<file path="src/rtl/iwrr_grant_sequencer.sv">
//------------------------------------------------------------------------------
// Module      : iwrr_grant_sequencer
// Description : Producer side of an interleaved weighted round-robin arbiter.
//               Owns the sub-round index r and the scan pointer, and issues
//               one-hot grants over a valid/ready handshake. A requester n is
//               eligible in sub-round r when it requests and its snapshotted
//               weight is strictly greater than r. When a sub-round runs out
//               of eligible requesters, r advances. When r wraps, a one-cycle
//               round-completion pulse is produced and the weights are
//               re-snapshotted.
// Optional    : `define IWRR_ROUND_CNT_EN adds an 8-bit wrapping round counter
//               output (round_cnt_o).
// Ports       :
//   clk             in   clock, all state on rising edge
//   rst_n           in   asynchronous active-low reset
//   req_i           in   request vector, bit n = requester n
//   req_weight_i    in   packed weights, requester n at [n*W +: W]
//   grant_ready_i   in   downstream accepts the current grant
//   grant_valid_o   out  grant_o is valid
//   grant_o         out  one-hot grant, zero when not valid
//   num_grant_req_o out  current sub-round index r (registered)
//   round_comp_o    out  one-cycle pulse when the round wraps
//   round_cnt_o     out  completed-round counter (IWRR_ROUND_CNT_EN only)
// Revision    : 1.0 - initial release
//------------------------------------------------------------------------------
`default_nettype none

module iwrr_grant_sequencer #(
  parameter int P_REQUESTER_NUM = 3,
  parameter int P_WEIGHT_W      = 2
) (
  input  logic                                   clk,
  input  logic                                   rst_n,
  input  logic [P_REQUESTER_NUM-1:0]             req_i,
  input  logic [0:P_REQUESTER_NUM*P_WEIGHT_W-1]  req_weight_i,
  input  logic                                   grant_ready_i,
  output logic                                   grant_valid_o,
  output logic [P_REQUESTER_NUM-1:0]             grant_o,
  output logic [P_WEIGHT_W-1:0]                  num_grant_req_o,
  output logic                                   round_comp_o
`ifdef IWRR_ROUND_CNT_EN
  ,
  output logic [7:0]                             round_cnt_o
`endif
);

  localparam int c_PTR_W = (P_REQUESTER_NUM > 1) ? $clog2(P_REQUESTER_NUM) : 1;
  localparam logic [P_WEIGHT_W-1:0] c_ONE_W   = {{(P_WEIGHT_W-1){1'b0}}, 1'b1};
  localparam logic [c_PTR_W-1:0]    c_ONE_PTR = {{(c_PTR_W-1){1'b0}}, 1'b1};

  typedef enum logic [1:0] {
    S_LOAD  = 2'd0,
    S_ARB   = 2'd1,
    S_GRANT = 2'd2
  } state_t;

  // Registered state
  state_t                        r_state;
  logic [P_WEIGHT_W-1:0]         r_wsnap [P_REQUESTER_NUM];
  logic [P_WEIGHT_W-1:0]         r_round;
  logic [c_PTR_W-1:0]            r_ptr;
  logic [c_PTR_W-1:0]            r_gidx;
  logic                          r_grant_valid;
  logic [P_REQUESTER_NUM-1:0]    r_grant;
  logic                          r_round_comp;
`ifdef IWRR_ROUND_CNT_EN
  logic [7:0]                    r_round_cnt;
`endif

  // Combinational decode
  logic [P_WEIGHT_W-1:0]         w_weight_in [P_REQUESTER_NUM];
  logic [P_REQUESTER_NUM-1:0]    w_elig;
  logic [P_WEIGHT_W-1:0]         w_max_w;
  logic                          w_arb_hit;
  logic [c_PTR_W-1:0]            w_arb_idx;
  logic [P_REQUESTER_NUM-1:0]    w_arb_onehot;
  logic                          w_above_any;
  logic                          w_handshake;
  logic                          w_arb_exhausted;
  logic                          w_advance;
  logic                          w_last_sub;
  logic                          w_wrap;

  // Unpack the flat weight bus into one entry per requester.
  generate
    for (genvar gi = 0; gi < P_REQUESTER_NUM; gi++) begin : g_unpack
      assign w_weight_in[gi] = req_weight_i[gi*P_WEIGHT_W +: P_WEIGHT_W];
    end
  endgenerate

  always_comb begin
    w_elig  = '0;
    w_max_w = '0;
    for (int n = 0; n < P_REQUESTER_NUM; n++) begin
      w_elig[n] = req_i[n] && (r_wsnap[n] > r_round);
      if (r_wsnap[n] > w_max_w) begin
        w_max_w = r_wsnap[n];
      end
    end
  end

  // Lowest eligible index at or above the scan pointer. The loop runs
  // downward so the last hit written is the lowest index.
  always_comb begin
    w_arb_hit    = 1'b0;
    w_arb_idx    = '0;
    w_arb_onehot = '0;
    for (int n = P_REQUESTER_NUM - 1; n >= 0; n--) begin
      if (w_elig[n] && (n >= int'(r_ptr))) begin
        w_arb_hit       = 1'b1;
        w_arb_idx       = c_PTR_W'(n);
        w_arb_onehot    = '0;
        w_arb_onehot[n] = 1'b1;
      end
    end
  end

  // Is anyone above the held grant still eligible in this sub-round?
  always_comb begin
    w_above_any = 1'b0;
    for (int n = 0; n < P_REQUESTER_NUM; n++) begin
      if (w_elig[n] && (n > int'(r_gidx))) begin
        w_above_any = 1'b1;
      end
    end
  end

  assign w_handshake     = (r_state == S_GRANT) && r_grant_valid && grant_ready_i;
  // Requests exist and some weight is non-zero, yet nobody remains eligible
  // from the pointer up: the sub-round is finished and costs one bubble.
  assign w_arb_exhausted = (r_state == S_ARB) && !w_arb_hit &&
                           (req_i != '0) && (w_max_w != '0);
  assign w_advance       = w_arb_exhausted || (w_handshake && !w_above_any);
  assign w_last_sub      = (r_round == (w_max_w - c_ONE_W));
  assign w_wrap          = w_advance && w_last_sub;

  always_ff @(posedge clk or negedge rst_n) begin
    if (!rst_n) begin
      r_state       <= S_LOAD;
      r_round       <= '0;
      r_ptr         <= '0;
      r_gidx        <= '0;
      r_grant_valid <= 1'b0;
      r_grant       <= '0;
      r_round_comp  <= 1'b0;
      for (int n = 0; n < P_REQUESTER_NUM; n++) begin
        r_wsnap[n] <= '0;
      end
`ifdef IWRR_ROUND_CNT_EN
      r_round_cnt   <= 8'd0;
`endif
    end else begin
      r_round_comp <= w_wrap;

      case (r_state)
        S_LOAD: begin
          r_round <= '0;
          r_ptr   <= '0;
          r_state <= S_ARB;
        end

        S_ARB: begin
          if (w_arb_hit) begin
            r_grant_valid <= 1'b1;
            r_grant       <= w_arb_onehot;
            r_gidx        <= w_arb_idx;
            r_state       <= S_GRANT;
          end else if (w_arb_exhausted) begin
            r_ptr <= '0;
          end
        end

        S_GRANT: begin
          if (w_handshake) begin
            r_grant_valid <= 1'b0;
            r_grant       <= '0;
            r_state       <= S_ARB;
            // The last requester always exhausts the sub-round, so the
            // incremented pointer never leaves the requester range.
            r_ptr         <= w_above_any ? (r_gidx + c_ONE_PTR) : '0;
          end
        end

        default: begin
          r_grant_valid <= 1'b0;
          r_grant       <= '0;
          r_state       <= S_LOAD;
        end
      endcase

      // Sub-round advance shared by the ARB bubble and the exhausting handshake.
      if (w_advance) begin
        r_round <= w_last_sub ? '0 : (r_round + c_ONE_W);
      end

      // Weights are sampled only at round boundaries so that a round is
      // always scheduled against one consistent weight set.
      if ((r_state == S_LOAD) || w_wrap) begin
        for (int n = 0; n < P_REQUESTER_NUM; n++) begin
          r_wsnap[n] <= w_weight_in[n];
        end
      end

`ifdef IWRR_ROUND_CNT_EN
      if (w_wrap) begin
        r_round_cnt <= r_round_cnt + 8'd1;
      end
`endif
    end
  end

  assign grant_valid_o   = r_grant_valid;
  assign grant_o         = r_grant;
  assign num_grant_req_o = r_round;
  assign round_comp_o    = r_round_comp;
`ifdef IWRR_ROUND_CNT_EN
  assign round_cnt_o     = r_round_cnt;
`endif

endmodule

`default_nettype wire

</file>
<file path="config.mk">
export PLATFORM = sky130hd
export DESIGN_NAME = iwrr_grant_sequencer
export DESIGN_NICKNAME = d
export VERILOG_FILES = /design/src/rtl/iwrr_grant_sequencer.sv
export SDC_FILE = /design/constraint.sdc
export NUM_CORES = 1
export LEC_CHECK = 0
export CELL_PAD_IN_SITES_DETAIL_PLACEMENT = 1
export CELL_PAD_IN_SITES_GLOBAL_PLACEMENT = 1
export CORE_UTILIZATION = 46
export CTS_CLUSTER_SIZE = 24
export DETAILED_ROUTE_END_ITERATION = 7
export GPL_ROUTABILITY_DRIVEN = 0
export PLACE_DENSITY = 0.81
export SLEW_MARGIN = 20
export SYNTH_ARGS = -nofsm -noshare
export SYNTH_HDL_FRONTEND = slang
export SYNTH_SLANG_ARGS = --single-unit
</file>
<file path="constraint.sdc">
create_clock -name clk -period 6 [get_ports clk]
set_input_delay 1.5 -clock clk [delete_from_list [all_inputs] [get_ports clk]]
set_output_delay 1.5 -clock clk [all_outputs]
set_load 0.01 [all_outputs]
</file>
After elaboration in Yosys (flattened, before gate mapping) --
Cells that the tools add are included.
Operators by class: add/sub/neg operators 3, equal/unequal tests 7, reduce and logical (&&, ||, !) cells 28, mux-type cells 31, order comparisons 11, bitwise logic cells 1
Operators by type and width (number):
- 2-bit 2-to-1 mux | 15
- 1-bit logical AND | 15
- 3-bit 2-to-1 mux | 5
- 2-bit case mux with 3 select lines | 2
- 2-bit > comparator | 5
- 3-bit case mux with 3 select lines | 1
- 2-bit != test, second input constant | 4
- 1-bit 2-to-1 mux | 7
- 3-bit nonzero test | 2
- 2-bit by 1-bit adder with 2-bit output, second input constant | 2
- 1-bit by 2-bit >= comparator with 1-bit output, first input constant | 2
- 2-bit AND reduction | 2
- 4-bit AND reduction | 1
- 2-bit nonzero test | 2
- 1-bit case mux with 3 select lines | 1
- 3-bit AND reduction | 1
- 2-bit by 1-bit equality test with 1-bit output, second input constant | 1
- 2-bit equality test | 1
- 2-bit equality test, second input constant | 1
- 2-bit >= comparator, first input constant | 1
- 1-bit by 2-bit > comparator with 1-bit output, first input constant | 1
- 2-bit by 1-bit > comparator with 1-bit output, second input constant | 1
- 2-bit > comparator, first input constant | 1
- 1-bit zero test | 2
- other kinds (4) | 5
Storage, ports and cells: register bits after elaboration 19, word-level logic and storage cells 91, input bits 12, output and inout port bits 7

Longest topological paths before layout --
depth in word-level cells 13, depth in mapped cells 16, gate-level depth less buffers 16

Worst setup path after synthesis --
Ideal clock, no wire load.
path kind reg2reg, from register r_wsnap[3] (netlist name), to register r_wsnap[0] (netlist name), buffers on the path 0, cell stages (with the launch flop) 14, data arrival time 3284 ps, slack 2591 ps, library setup time 125 ps, required time 5875 ps, period minus slack after synthesis 3409 ps, cells stage by stage dfrtp_1 > inv_1 > ha_1 > o311ai_1 > nand2_1 > ha_1 > nand2b_4 > a221oi_2 > a32oi_4 > inv_1 > ha_1 > xor2_1 > a31oi_4 > mux2_4
On the way: cells in the longest elaborated chain, start to end 12, elaborated cells between the ends (all ways) 24, classes of those cells add/sub (1); order compare (3); eq/ne (1); mux (6); reduce/logical (13)
RTL lines:
- start, declared | line 59 | logic [P_WEIGHT_W-1:0] r_wsnap [P_REQUESTER_NUM];
- start signal, assigned by index | line 200 | r_wsnap[n] <= w_weight_in[n];
- branches (longest 10 deep; another with 2-bit > comparator)
- 1-bit logical AND (*) | line 135 | assign w_wrap = w_advance && w_last_sub;
- 1-bit logical OR (*) | line 198 | if ((r_state == S_LOAD) || w_wrap) begin
Every way passes the cells marked *. A chain may end at the register's enable or synchronous reset.

Final worst setup path --
from register r_wsnap[3] (netlist name), to register r_wsnap[1] (netlist name)
The elaborated chain is that of the path after synthesis.

==> results.cfg <==
[sta]
maxSlewHeadroom = 0.4086
hold_viol = 0
min_period_ns = 3.816
slew_viol_final = 0
worst_pin_slew_ns = 0.8844
setup_viol = 0
rsz0062_at_grt = false
fin_worst_skew_ns = 0.001849
fmax_mhz = 262.0
finalCritPeriodShare = 0.6360
finalSetupTns_ns = 0

[route]
vias = 1037
via_per_inst = 5.698
wl_mm = 3.041
wl_per_cell_um = 16.71
drt_iter0_drc = 28
drc = 2
antenna_left = 0
drt_first_pass_iters = 6

[worst_setup_path]
start_kind = flop
crit_slowest_cell = o311ai_1
crit_fanout = 6
critical_path_class = reg2reg
endpoint_kind = flop
cpPeakStageDelay_ns = 0.56
r2r_slack_ns = 2.18
critPathMostFrequentCell = ha_1
path_cells = inv_1 > ha_1 > o311ai_1 > nand2_1 > ha_1 > o21bai_4 > a221oi_2 > a32oi_4 > inv_1 > ha_1 > nor2_1 > nand2_1 > o22ai_2 > a31oi_4 > mux2_4
arrival_ns = 4.01
required_ns = 6.20

[clock_tree]
cts_hold_buf = 0
post_cts_buffers = 0
cts_num_sinks = 19
cts-resized-gates = 0
insertion_delay_ns = 0.30
cts_buffer_depth = 2
htree_levels = 1
clk_pin_slew_ns = 0.11
tritoncts = yes
numCtsBuffers = 3
root_buffer = clkbuf_4

[synthesis]
ys_types = 43
synth_edf_count = 0
ys_seq_area_frac = 0.3458
synth_cells = 131
synth_fp_nets = 158
synth_seq_cells = 19
syn_area_per_cell_um2 = 10.50
synth_top_flop_cell = dfrtp_1
synth_area_um2 = 1375
postSynth.asyncResetShare = 1.000
synth_warnings = 0

[placed_design]
dpl.hpwl_mm = 2.421
io_buffers = 18

[layout]
ff_latch_area_um2 = 475.5
fin_util = 0.5745
fillCellCount = 319
drive_gt1_frac = 0.1325
finalNetCount = 179
diodes = 0
multi_input_area_um2 = 845.8
syn2layout_area_growth_pct = 17.20

[job]
drv_cap = 0

[floorplanning]
initial_utilization = 0.4902
rows = 19
io_pins = 19
fp.dieH_um = 56.68
coreArea_um2 = 2805
dieWidth_um = 56.68
dieArea_um2 = 3212

[grt]
grt_max_degree = 20
antenna_found_initial = 0
grt_pass1_wl_mm = 5.333
track_usage = 0.2192
busiest_layer = met2
grtUsageMet1 = 0.2828
grt_pass1_vias = 1130
grt_overflow = 0
grtUsageMet2 = 0.3707
use_met3 = 0.05530

[worst_hold_path]
hold_class = reg2reg

[power_and_ir_drop]
ir_drop_v = 0.00007395
p_sw_frac = 0.2194
power_density_nw_per_um2 = 127.7
finalPower_uw = 205.8
sequentialPowerShare = 0.622
clock_power_share = 0.323
p_comb_frac = 0.055
p_leak_uw = 0.0007260
cellInternalPower_uw = 160.6
p_sw_uw = 45.15

[run_status]
status = complete, but fails checks
violations = design-rule violations
==> placed cells by master (no fill, tap or decap), types with 2 or more instances in the layout <==
cell and n:
o21ai_0 7, clkdlybuf4s50_1 18, nor2b_1 6, nand3_1 3, o2111ai_1 2, nand2_1 18, nor2_1 3, mux2i_1 2
mux2_4 6, inv_1 12, o22ai_1 2, and3_1 2, o21ai_1 2, a21oi_1 3, ha_1 15, clkbuf_4 3
dfrtp_1 19, nand2b_1 2
==> stage by stage <==
step / setup slack, ns / instances / instance area (µm²) / hold WS (ns)
CTS: 2.164 / 182 / 1612 / 0.5074
global route: 1.963 / 182 / 1612 / 0.5427
detailed placement: 2.180 / 178 / 1585 / 0.4798
finish: 2.184 / 182 / 1612 / 0.4950
global placement: 2.339 / 178 / 1585 / 0.4648
floorplan: 2.591 / 131 / 1375 / 0.4814
==> sequential cells by signal, summed over array words and instances (netlist names) <==
signal           count
round_comp_o         1
grant_o              3
r_wsnap              6
r_gidx               2
grant_valid_o        1
r_ptr                2
r_state              2
num_grant_req_o      2
==> synthesized netlist by cell type, types with 2 or more instances <==
cell type	n	area, µm²
dfrtp_1	19	475.5
nand2_1	18	67.56
ha_1	15	187.7
inv_1	12	45.04
o21ai_0	7	35.03
mux2_4	6	90.09
nor2b_1	6	37.54
a21oi_1	3	15.01
nand3_1	3	15.01
nor2_1	3	11.26
and3_1	2	12.51
mux2i_1	2	20.02
nand2b_1	2	12.51
o2111ai_1	2	17.52
o21ai_1	2	10.01
o22ai_1	2	12.51
==> cell families after synthesis <==
group           Yosys count  synth area share
simple gates             41            0.1656
compound gates           31            0.2065
flops                    19            0.3458
fa+ha+maj                15            0.1365
buf+inv                  14           0.03912
mux                       9           0.08826
xor+xnor                  2           0.01820
==> final timing paths <==
check,start,end,cells past startpoint
setup reg to reg,r_wsnap[3],r_wsnap[1],15
min in group asynchronous,rst_n,grant_o[2],1
hold / removal,grant_o[0],grant_o[0],2
setup / recovery,r_wsnap[3],r_wsnap[1],15
max in group asynchronous,rst_n,r_wsnap[1],1
hold reg to reg,grant_o[0],grant_o[0],2
==> critical path, delay by kind of cell, from the launching register on <==
kind / cells / cell delay, ns
AO/OA/AOI/OAI: 6 / 1.70
flip-flops: 1 / 0.42
multiplexers: 1 / 0.34
buffers and inverters: 2 / 0.14
adder cells (fa/ha/maj): 3 / 0.81
AND/OR/NAND/NOR: 3 / 0.30
==> power groups by stage <==
stage / logic (µW) / clock network (µW) / registers [µW]
final: 11.3 / 66.5 / 128
after global routing: 12.4 / 73.0 / 128
after floorplan: 0.616 / 0 / 131
after CTS: 11.6 / 70.1 / 128
after detailed placement: 11.4 / 0 / 130
after global placement: 11.3 / 0 / 130
==> layout make-up <==
class	count	share of cell area
multi-input combinational	98	0.5248
sequential	19	0.2950
timing repair buffer	18	0.1118
inverter	12	0.02795
tap	31	0.02407
clock buffer	4	0.01630
==> routing by layer <==
metal,wire [µm],share of wire
met5,0,0
met4,23,0.0076
met3,100,0.033
met2,1443,0.47
met1,1474,0.48
(Power assumes the default switching activity.)
